[src/rtl/gt_compare_arbiter_pkg.sv]
// Shared FSM state encoding for gt_compare_arbiter and its comparator.
package gt_compare_arbiter_pkg;

    localparam int unsigned ST_W = 2;

    typedef enum logic [ST_W-1:0] {
        S_IDLE = 2'd0,
        S_CMP  = 2'd1,
        S_RESP = 2'd2
    } state_t;

endpackage

[src/rtl/gt_compare_arbiter_cmp.sv]
// gt_cmp_nb: combinational unsigned comparator shared by all requesters.
// Optional equality output is present when GT_ARB_EQ_EN is defined.
module gt_cmp_nb #(
    parameter int unsigned W = 2
) (
    input  logic [W-1:0] i_a,
    input  logic [W-1:0] i_b,
    output logic         o_gt
`ifdef GT_ARB_EQ_EN
    ,
    output logic         o_eq
`endif
);

    // Unsigned magnitude (and optional equality) compare of the two operands.
    always_comb begin
        o_gt = (i_a > i_b);
`ifdef GT_ARB_EQ_EN
        o_eq = (i_a == i_b);
`endif
    end

endmodule

[src/rtl/gt_compare_arbiter.sv]
// gt_compare_arbiter: round-robin arbiter in front of one shared unsigned
// greater-than comparator. One comparison in flight; result returned on a
// one-cycle rsp_valid strobe tagged with the requester index.
// Optional build macro GT_ARB_EQ_EN adds the rsp_eq output.
module gt_compare_arbiter
    import gt_compare_arbiter_pkg::*;
#(
    parameter int unsigned NREQ = 4,
    parameter int unsigned W    = 2,
    parameter int unsigned IDXW = 2
) (
    input  logic              clk,
    input  logic              reset,
    input  logic [NREQ-1:0]   req,
    input  logic [NREQ*W-1:0] a_flat,
    input  logic [NREQ*W-1:0] b_flat,
    output logic [NREQ-1:0]   grant,
    output logic              rsp_valid,
    output logic [IDXW-1:0]   rsp_id,
    output logic              rsp_gt,
    output logic              busy
`ifdef GT_ARB_EQ_EN
    ,
    output logic              rsp_eq
`endif
);

    state_t            r_state;
    state_t            w_next;
    logic [IDXW-1:0]   r_rr_ptr;
    logic [IDXW-1:0]   r_idx;
    logic [IDXW-1:0]   r_rsp_id;
    logic [W-1:0]      r_opa;
    logic [W-1:0]      r_opb;
    logic              r_rsp_gt;
    logic [NREQ-1:0]   r_grant;
    logic              w_found;
    logic [IDXW-1:0]   w_pick;
    logic [W-1:0]      w_sel_a;
    logic [W-1:0]      w_sel_b;
    logic              w_gt;
`ifdef GT_ARB_EQ_EN
    logic              r_rsp_eq;
    logic              w_eq;
`endif

    gt_cmp_nb #(.W(W)) u_cmp (
        .i_a  (r_opa),
        .i_b  (r_opb),
        .o_gt (w_gt)
`ifdef GT_ARB_EQ_EN
        ,
        .o_eq (w_eq)
`endif
    );

    // Rotating-priority pick: first set request at or above rr_ptr, wrapping.
    // rr_ptr < NREQ always holds, so one conditional subtract implements the wrap.
    always_comb begin
        int unsigned j;
        w_found = 1'b0;
        w_pick  = '0;
        w_sel_a = '0;
        w_sel_b = '0;
        j       = 0;
        for (int unsigned k = 0; k < NREQ; k++) begin
            j = 32'(r_rr_ptr) + k;
            if (j >= NREQ) begin
                j = j - NREQ;
            end
            if (!w_found && req[j]) begin
                w_found = 1'b1;
                w_pick  = IDXW'(j);
                w_sel_a = a_flat[j*W +: W];
                w_sel_b = b_flat[j*W +: W];
            end
        end
    end

    // State register.
    always_ff @(posedge clk or posedge reset) begin
        if (reset) begin
            r_state <= S_IDLE;
        end else begin
            r_state <= w_next;
        end
    end

    // Next-state logic: IDLE -> CMP on any request, then RESP, then back to IDLE.
    always_comb begin
        w_next = r_state;
        case (r_state)
            S_IDLE:  w_next = w_found ? S_CMP : S_IDLE;
            S_CMP:   w_next = S_RESP;
            S_RESP:  w_next = S_IDLE;
            default: w_next = S_IDLE;
        endcase
    end

    // Datapath registers. rsp_id gets its own register loaded with the result
    // so it holds its previous value while the next request is being compared.
    always_ff @(posedge clk or posedge reset) begin
        if (reset) begin
            r_rr_ptr <= '0;
            r_idx    <= '0;
            r_rsp_id <= '0;
            r_opa    <= '0;
            r_opb    <= '0;
            r_rsp_gt <= 1'b0;
            r_grant  <= '0;
`ifdef GT_ARB_EQ_EN
            r_rsp_eq <= 1'b0;
`endif
        end else begin
            case (r_state)
                S_IDLE: begin
                    if (w_found) begin
                        r_idx   <= w_pick;
                        r_opa   <= w_sel_a;
                        r_opb   <= w_sel_b;
                        r_grant <= NREQ'(1) << w_pick;
                    end
                end
                S_CMP: begin
                    r_grant  <= '0;
                    r_rsp_gt <= w_gt;
                    r_rsp_id <= r_idx;
`ifdef GT_ARB_EQ_EN
                    r_rsp_eq <= w_eq;
`endif
                end
                S_RESP: begin
                    r_rr_ptr <= (r_idx == IDXW'(NREQ - 1)) ? '0 : r_idx + IDXW'(1);
                end
                default: begin
                end
            endcase
        end
    end

    // Output decode from registered state and result registers.
    always_comb begin
        busy      = (r_state != S_IDLE);
        rsp_valid = (r_state == S_RESP);
        grant     = r_grant;
        rsp_id    = r_rsp_id;
        rsp_gt    = r_rsp_gt;
`ifdef GT_ARB_EQ_EN
        rsp_eq    = r_rsp_eq;
`endif
    end

endmodule
[config.mk]
export PLATFORM = sky130hd
export DESIGN_NAME = gt_compare_arbiter
export DESIGN_NICKNAME = d
export VERILOG_FILES = /design/src/rtl/gt_compare_arbiter_pkg.sv /design/src/rtl/gt_compare_arbiter_cmp.sv /design/src/rtl/gt_compare_arbiter.sv
export SDC_FILE = /design/constraint.sdc
export NUM_CORES = 1
export LEC_CHECK = 0
export CORE_MARGIN = 2
export CORE_UTILIZATION = 56
export DETAILED_ROUTE_END_ITERATION = 16
export GPL_TIMING_DRIVEN = 0
export PLACE_DENSITY = 0.85
export SYNTH_ARGS = -nofsm -noshare
export SYNTH_HDL_FRONTEND = slang
export SYNTH_SLANG_ARGS = --single-unit
[constraint.sdc]
create_clock -name clk -period 6.9 [get_ports clk]
set_clock_uncertainty 0.15 [all_clocks]
set_input_delay 1.38 -clock clk [delete_from_list [all_inputs] [get_ports clk]]
set_output_delay 1.38 -clock clk [all_outputs]
set_load 0.05 [all_outputs]
# Yosys cells after proc, flatten, opt, wreduce, memory -nomap -nowiden
# Index checks and enable logic that the tools add are counted.
[classes]
eq_ne = 4
mux = 33
reduce_logical = 11
shift = 9
n_lt_le_gt_ge = 9
n_addsub = 8
[op_table]
columns = ["op", "n"]
rows = [
  ["indexed part select 8 x 33 -> 2 bit", 8],
  ["less-than comparator 32 x 3 -> 1 bit (second input constant)", 4],
  ["two-way mux 32 bit", 4],
  ["two-way mux 2 bit", 13],
  ["subtractor 3 x 3 -> 4 bit (second input constant)", 3],
  ["greater-or-equal comparator 3 bit (second input constant)", 3],
  ["two-way mux 1 bit", 9],
  ["binary-select mux 1 bit (select 2 bit)", 4],
  ["case mux 4 bit (2 select lines)", 1],
  ["adder 2 x 2 -> 3 bit (second input constant)", 2],
  ["equality test 2 bit (second input constant)", 2],
  ["two-way mux 4 bit", 1],
  ["case mux 2 bit (2 select lines)", 1],
  ["AND reduction 2 bit", 2],
  ["nonzero test 2 bit", 2],
  ["left shift 1 x 2 -> 4 bit (first input constant)", 1],
  ["subtractor 2 x 3 -> 4 bit (second input constant)", 1],
  ["adder 2 x 1 -> 3 bit (second input constant)", 1],
  ["greater-or-equal comparator 2 x 3 -> 1 bit (second input constant)", 1],
  ["logical AND 1 bit", 3],
  ["logical NOT 1 bit", 3],
  ["adder 2 x 1 -> 2 bit (second input constant)", 1],
  ["equality test 2 x 1 -> 1 bit (second input constant)", 1],
  ["greater-than comparator 2 bit", 1],
  ["2 further kinds", 2],
]
[totals]
regBits = 17
in_bits = 22
wordCells = 82

# Depth between registers and ports, before layout
[logic_depth]
ltp_word = 17
ltp_mapped = 12
mapped_depth_nobuf = 8

# Modules after synthesis
# From an unflattened synthesis, not the netlist that was laid out.
[unflattened]
cells_unflattened = 170
hier_area_um2 = 1699.1
[by_module_without_submodules]
columns = ["module", "instances", "cells_each", "seq_area_each_um2", "area_per_inst_um2"]
rows = [
  ["gt_compare_arbiter", 1, 164, 425.4, 1651.6],
  ["gt_cmp_nb", 1, 6, 0.0, 47.5],
]

# Least setup slack after synthesis
# OpenSTA, ideal clock, no wires.
[synth_timing]
path_kind = "reg2reg"
start = "register r_rr_ptr[0]"
end = "register r_opb[1]"
stages_incl_launch_ff = 13
period_less_slack_ps = 3440
setup_time_ps = 86
required_ps = 6664
arrival_ps = 3204
path_buffers = 5
setup_slack_ps = 3460
cell_sequence = "dfrtp_1 > buf_6 > clkbuf_1 > clkbuf_1 > inv_1 > ha_1 > buf_6 > mux4_2 > buf_6 > or2_4 > a2111oi_4 > nand2_1 > a32oi_1"
[synth_via]
elab_chain_cells = 15
[synth_lines]
columns = ["item", "line_no", "text"]
rows = [
  ["start, declared", "gt_compare_arbiter.sv:30", "logic [IDXW-1:0] r_rr_ptr;"],
  ["start signal, assigned", "gt_compare_arbiter.sv:133", "r_rr_ptr <= (r_idx == IDXW'(NREQ - 1)) ? '0 : r_idx + IDXW'(1);"],
  ["parallel branches: the longest is 15 deep, another holds subtractor 3 x 3 -> 4 bit", "n/a", ""],
  ["end signal, assigned", "gt_compare_arbiter.sv:120", "r_opb <= w_sel_b;"],
  ["end, declared", "gt_compare_arbiter.sv:34", "logic [W-1:0] r_opb;"],
]
# Several ways; the timed one is not identified. The select of a mux whose other input is x is not followed.
# A chain may end at the register's enable or synchronous reset.

# Worst setup path in the final report
[layout_timing]
start = "register r_rr_ptr[0]"
end = "register r_grant[0], in the netlist grant[0]"
[layout_via]
elab_chain_cells = 17
[layout_lines]
columns = ["item", "line_no", "text"]
rows = [
  ["parallel branches: the longest is 17 deep, another holds subtractor 3 x 3 -> 4 bit", "n/a", ""],
  ["end signal, assigned", "gt_compare_arbiter.sv:121", "r_grant <= NREQ'(1) << w_pick;"],
  ["end, declared", "gt_compare_arbiter.sv:36", "logic [NREQ-1:0] r_grant;"],
]
# Several ways; the timed one is not identified. The select of a mux whose other input is x is not followed.

==> impl_results.md <==
* Longest Clk Path Bufs at 2
* Post-synth top cells: 17 x dfrtp_1, 15 x mux4_2, 12 x inv_1, 12 x nand2_1, 11 x o21ai_0
* Reg clk slew, reported paths at 0.10 ns
* Yosys warning total at 0
* Die X at 57.81 µm
* Post-synth top area share at 0.2623
* Slew HR at 0.5881
* Worst-margin pin slew at 0.6172 ns
* Vias at 1501
* CTS buffer count at 3
* Yosys top cell by area: dfrtp_1
* Most frequent cell after synthesis: dfrtp_1
* Die ar. at 3342 µm²
* FF/Latch Area at 425.4 µm²
* Nets at 220
* WP data required at 6.92 ns
* Largest net degree at the start of global routing at 18
* EDFF count, synth at 0
* RSZ-0062 raised after global routing: no
* Synthesis-to-layout area growth at 22.61%
* P per Cell Area at 505.4 nW/µm²
* Row cnt at 19
* Final setup violation count at 0
* Sequential area share after synthesis at 0.2623
* Async S/R FF share, synth at 1.000
* CP max stage cell: mux4_2
* Mapped cell area at 1622 µm²
* Leak pwr at 0.7984 nW
* Peak supply drop at 0.4025 mV
* Layout cells sized above 1 at 0.1990
* IO Pins at 31
* Max Slew Vio Count at 0
* H-tree levels at 1
* Total power at 0.001005 W
* CTS sink cnt at 17
* Synthesized instance count at 157
* Min cycle time layout at 4.047 ns
* Post-CTS Setup Inserts at 0
* 1st-pass router iterations at 4
* Vias in the first global route at 1467
* Initial DRC Count at 74
* Hold Vio Cnt, Final at 0
* Initial antenna violation count at 0
* Final ANT Viol Nets at 0
* Final cell count without fillers at 222
* Setup crit end kind: flip-flop
* Yosys cell types at 42
* Gr ovfl total at 0
* Area of the multi-input gates at 1077 µm²
* Setup CP Type: flip-flop to flip-flop
* Arrival time worst endpoint at 4.06 ns
* ANT cells at 0
* Maxcap violations at 0
* Total GRT Usage at 0.2521
* Post-CTS sizing at 0
* Flops & latches, synth at 17
* Max frequency at 247.1 MHz
* Ranking of synthesized cells by area: dfrtp_1 26%, mux4_2 21%, mux2_2 6.3%
* DR vias/cell at 6.761
* Hold buffer count at cts at 0
* Crit-path max cell delay at 0.53 ns
* Core area at 2758 µm²
* Post-synthesis net count at 185
* CP Max Fanout at 10
* Worst hold path class: flip-flop to flip-flop
* Status: finished clean
* CTS tree: done
* Fillers at 204
* Initial Utilization at 0.5880
* Final Cycle Share at 0.5865
* Setup tns final at 0 ns
* Buffers on Ports at 30
* DR WL/cell at 17.41 µm
* Worst-path cell chain: buf_6 > clkbuf_1 > clkbuf_1 > inv_1 > ha_1 > buf_6 > mux4_2 > buf_6 > or2_4 > o311ai_0 > o21ai_0
* Routability Congestion at 0.8624
* Global-route wire length before repair at 6.665 mm
* Die Y at 57.81 µm
* Mapped Avg Cell Area at 10.33 µm²
* Placed instance count at 218
* Routed WL at 3.866 mm
* Root buf cell: clkbuf_4
* Clk_lat worst skew at 0.31 ns
* Startpoint Class: flip-flop
* Top_reg_cell synth: dfrtp_1
* Residual DRC at 0
* Hpwl dp at 3.106 mm
* Crit path top cell by count: buf_6
## area by class of cell
| type | count | share of cell area |
|---|---|---|
| plain buffers | 12 | 0.03524 |
| clock buffers | 3 | 0.01133 |
| clock inverters | 1 | 0.002517 |
| inverters | 13 | 0.02454 |
| multi-input cells | 115 | 0.5418 |
| flip-flops and latches | 17 | 0.2140 |
| well taps | 31 | 0.01951 |
| repair buffers | 30 | 0.1510 |
## kinds of logic after synthesis
group                      after synthesis  synth area share
adders and majority gates                6           0.04630
AOI/OAI and AO/OA                       43            0.1929
and+or+nand+nor                         38            0.1196
muxes                                   28            0.3056
DFF                                     17            0.2623
buffers and inverters                   25           0.07330
## report_power, final
group / leakage, nW / switching [W] / internal [W] / total, W
logic: 0.571 / 0.000422 / 0.000350 / 0.000773
registers: 0.210 / 0.0000286 / 0.000147 / 0.000175
clock network: 0.0177 / 0.0000351 / 0.0000217 / 0.0000568
total: 0.798 / 0.000486 / 0.000519 / 0.00100
## flip-flops by register name, indices dropped and copies added, names as in the netlist
name      count
rsp_gt        1
r_opa         2
grant         4
r_rr_ptr      2
r_idx         2
r_opb         2
rsp_id        2
r_state       2
## cells in the final DEF (no fill, tap or decap), drive strengths merged, types with 2 or more instances in the layout
cell type	instances
clkdlybuf4s50	30
nor3	3
nand2	13
a22o	2
inv	13
o21a	2
mux2i	3
ha	6
dfrtp	17
mux4	16
buf	5
a21oi	6
o21ai	13
a31oi	3
clkbuf	10
nand3b	2
mux2	9
a22oi	2
a32oi	3
nor2b	3
nand3	5
nor2	8
## metal layers
metal	routed length, µm	vias up	GRT usage
met5	0	-	0
met4	57	0	0.09302
li1	-	671	-
met1	1483	733	0.3343
met2	2014	90	0.4383
met3	311	7	0.01339
## critical path, delay by kind of cell (launching register included)
kind,cells,cell delay [ns]
buffers and inverters,6,1.55
AOI/OAI and AO/OA,2,0.68
muxes,1,0.53
DFF,1,0.38
adders and majority gates,1,0.34
and+or+nand+nor,1,0.27
## stage by stage
stage | setup WS (ns) | utilization | cell area, µm² | hold slack (ns)
2_1_floorplan | 3.460 | - | 1622 | 0.3163
6_report | 2.853 | 0.7210 | 1988 | 0.3503
3_5_place_dp | 2.895 | 0.7110 | 1961 | 0.3334
5_1_grt | 2.624 | 0.7210 | 1988 | 0.3884
4_1_cts | 2.880 | 0.7210 | 1988 | 0.3556
3_3_place_gp | 2.993 | 0.7110 | 1961 | 0.3133
## path summary, 6_finish.rpt
path,startpoint,end,slack [ns],cells after the start
worst max-delay path,r_rr_ptr[0]$_DFFE_PP0P_,grant[0]$_DFFE_PP0P_,2.85,11
worst max register to register,r_rr_ptr[0]$_DFFE_PP0P_,grant[0]$_DFFE_PP0P_,2.85,11
max in group asynchronous,reset,grant[0]$_DFFE_PP0P_,4.91,2
worst min register to register,grant[2]$_DFFE_PP0P_,grant[2]$_DFFE_PP0P_,0.35,2
worst min-delay path,grant[2]$_DFFE_PP0P_,grant[2]$_DFFE_PP0P_,0.35,2
min in group asynchronous,reset,rsp_gt$_DFFE_PP0P_,1.28,2
No activity file was read; power rests on OpenSTA's default activity.
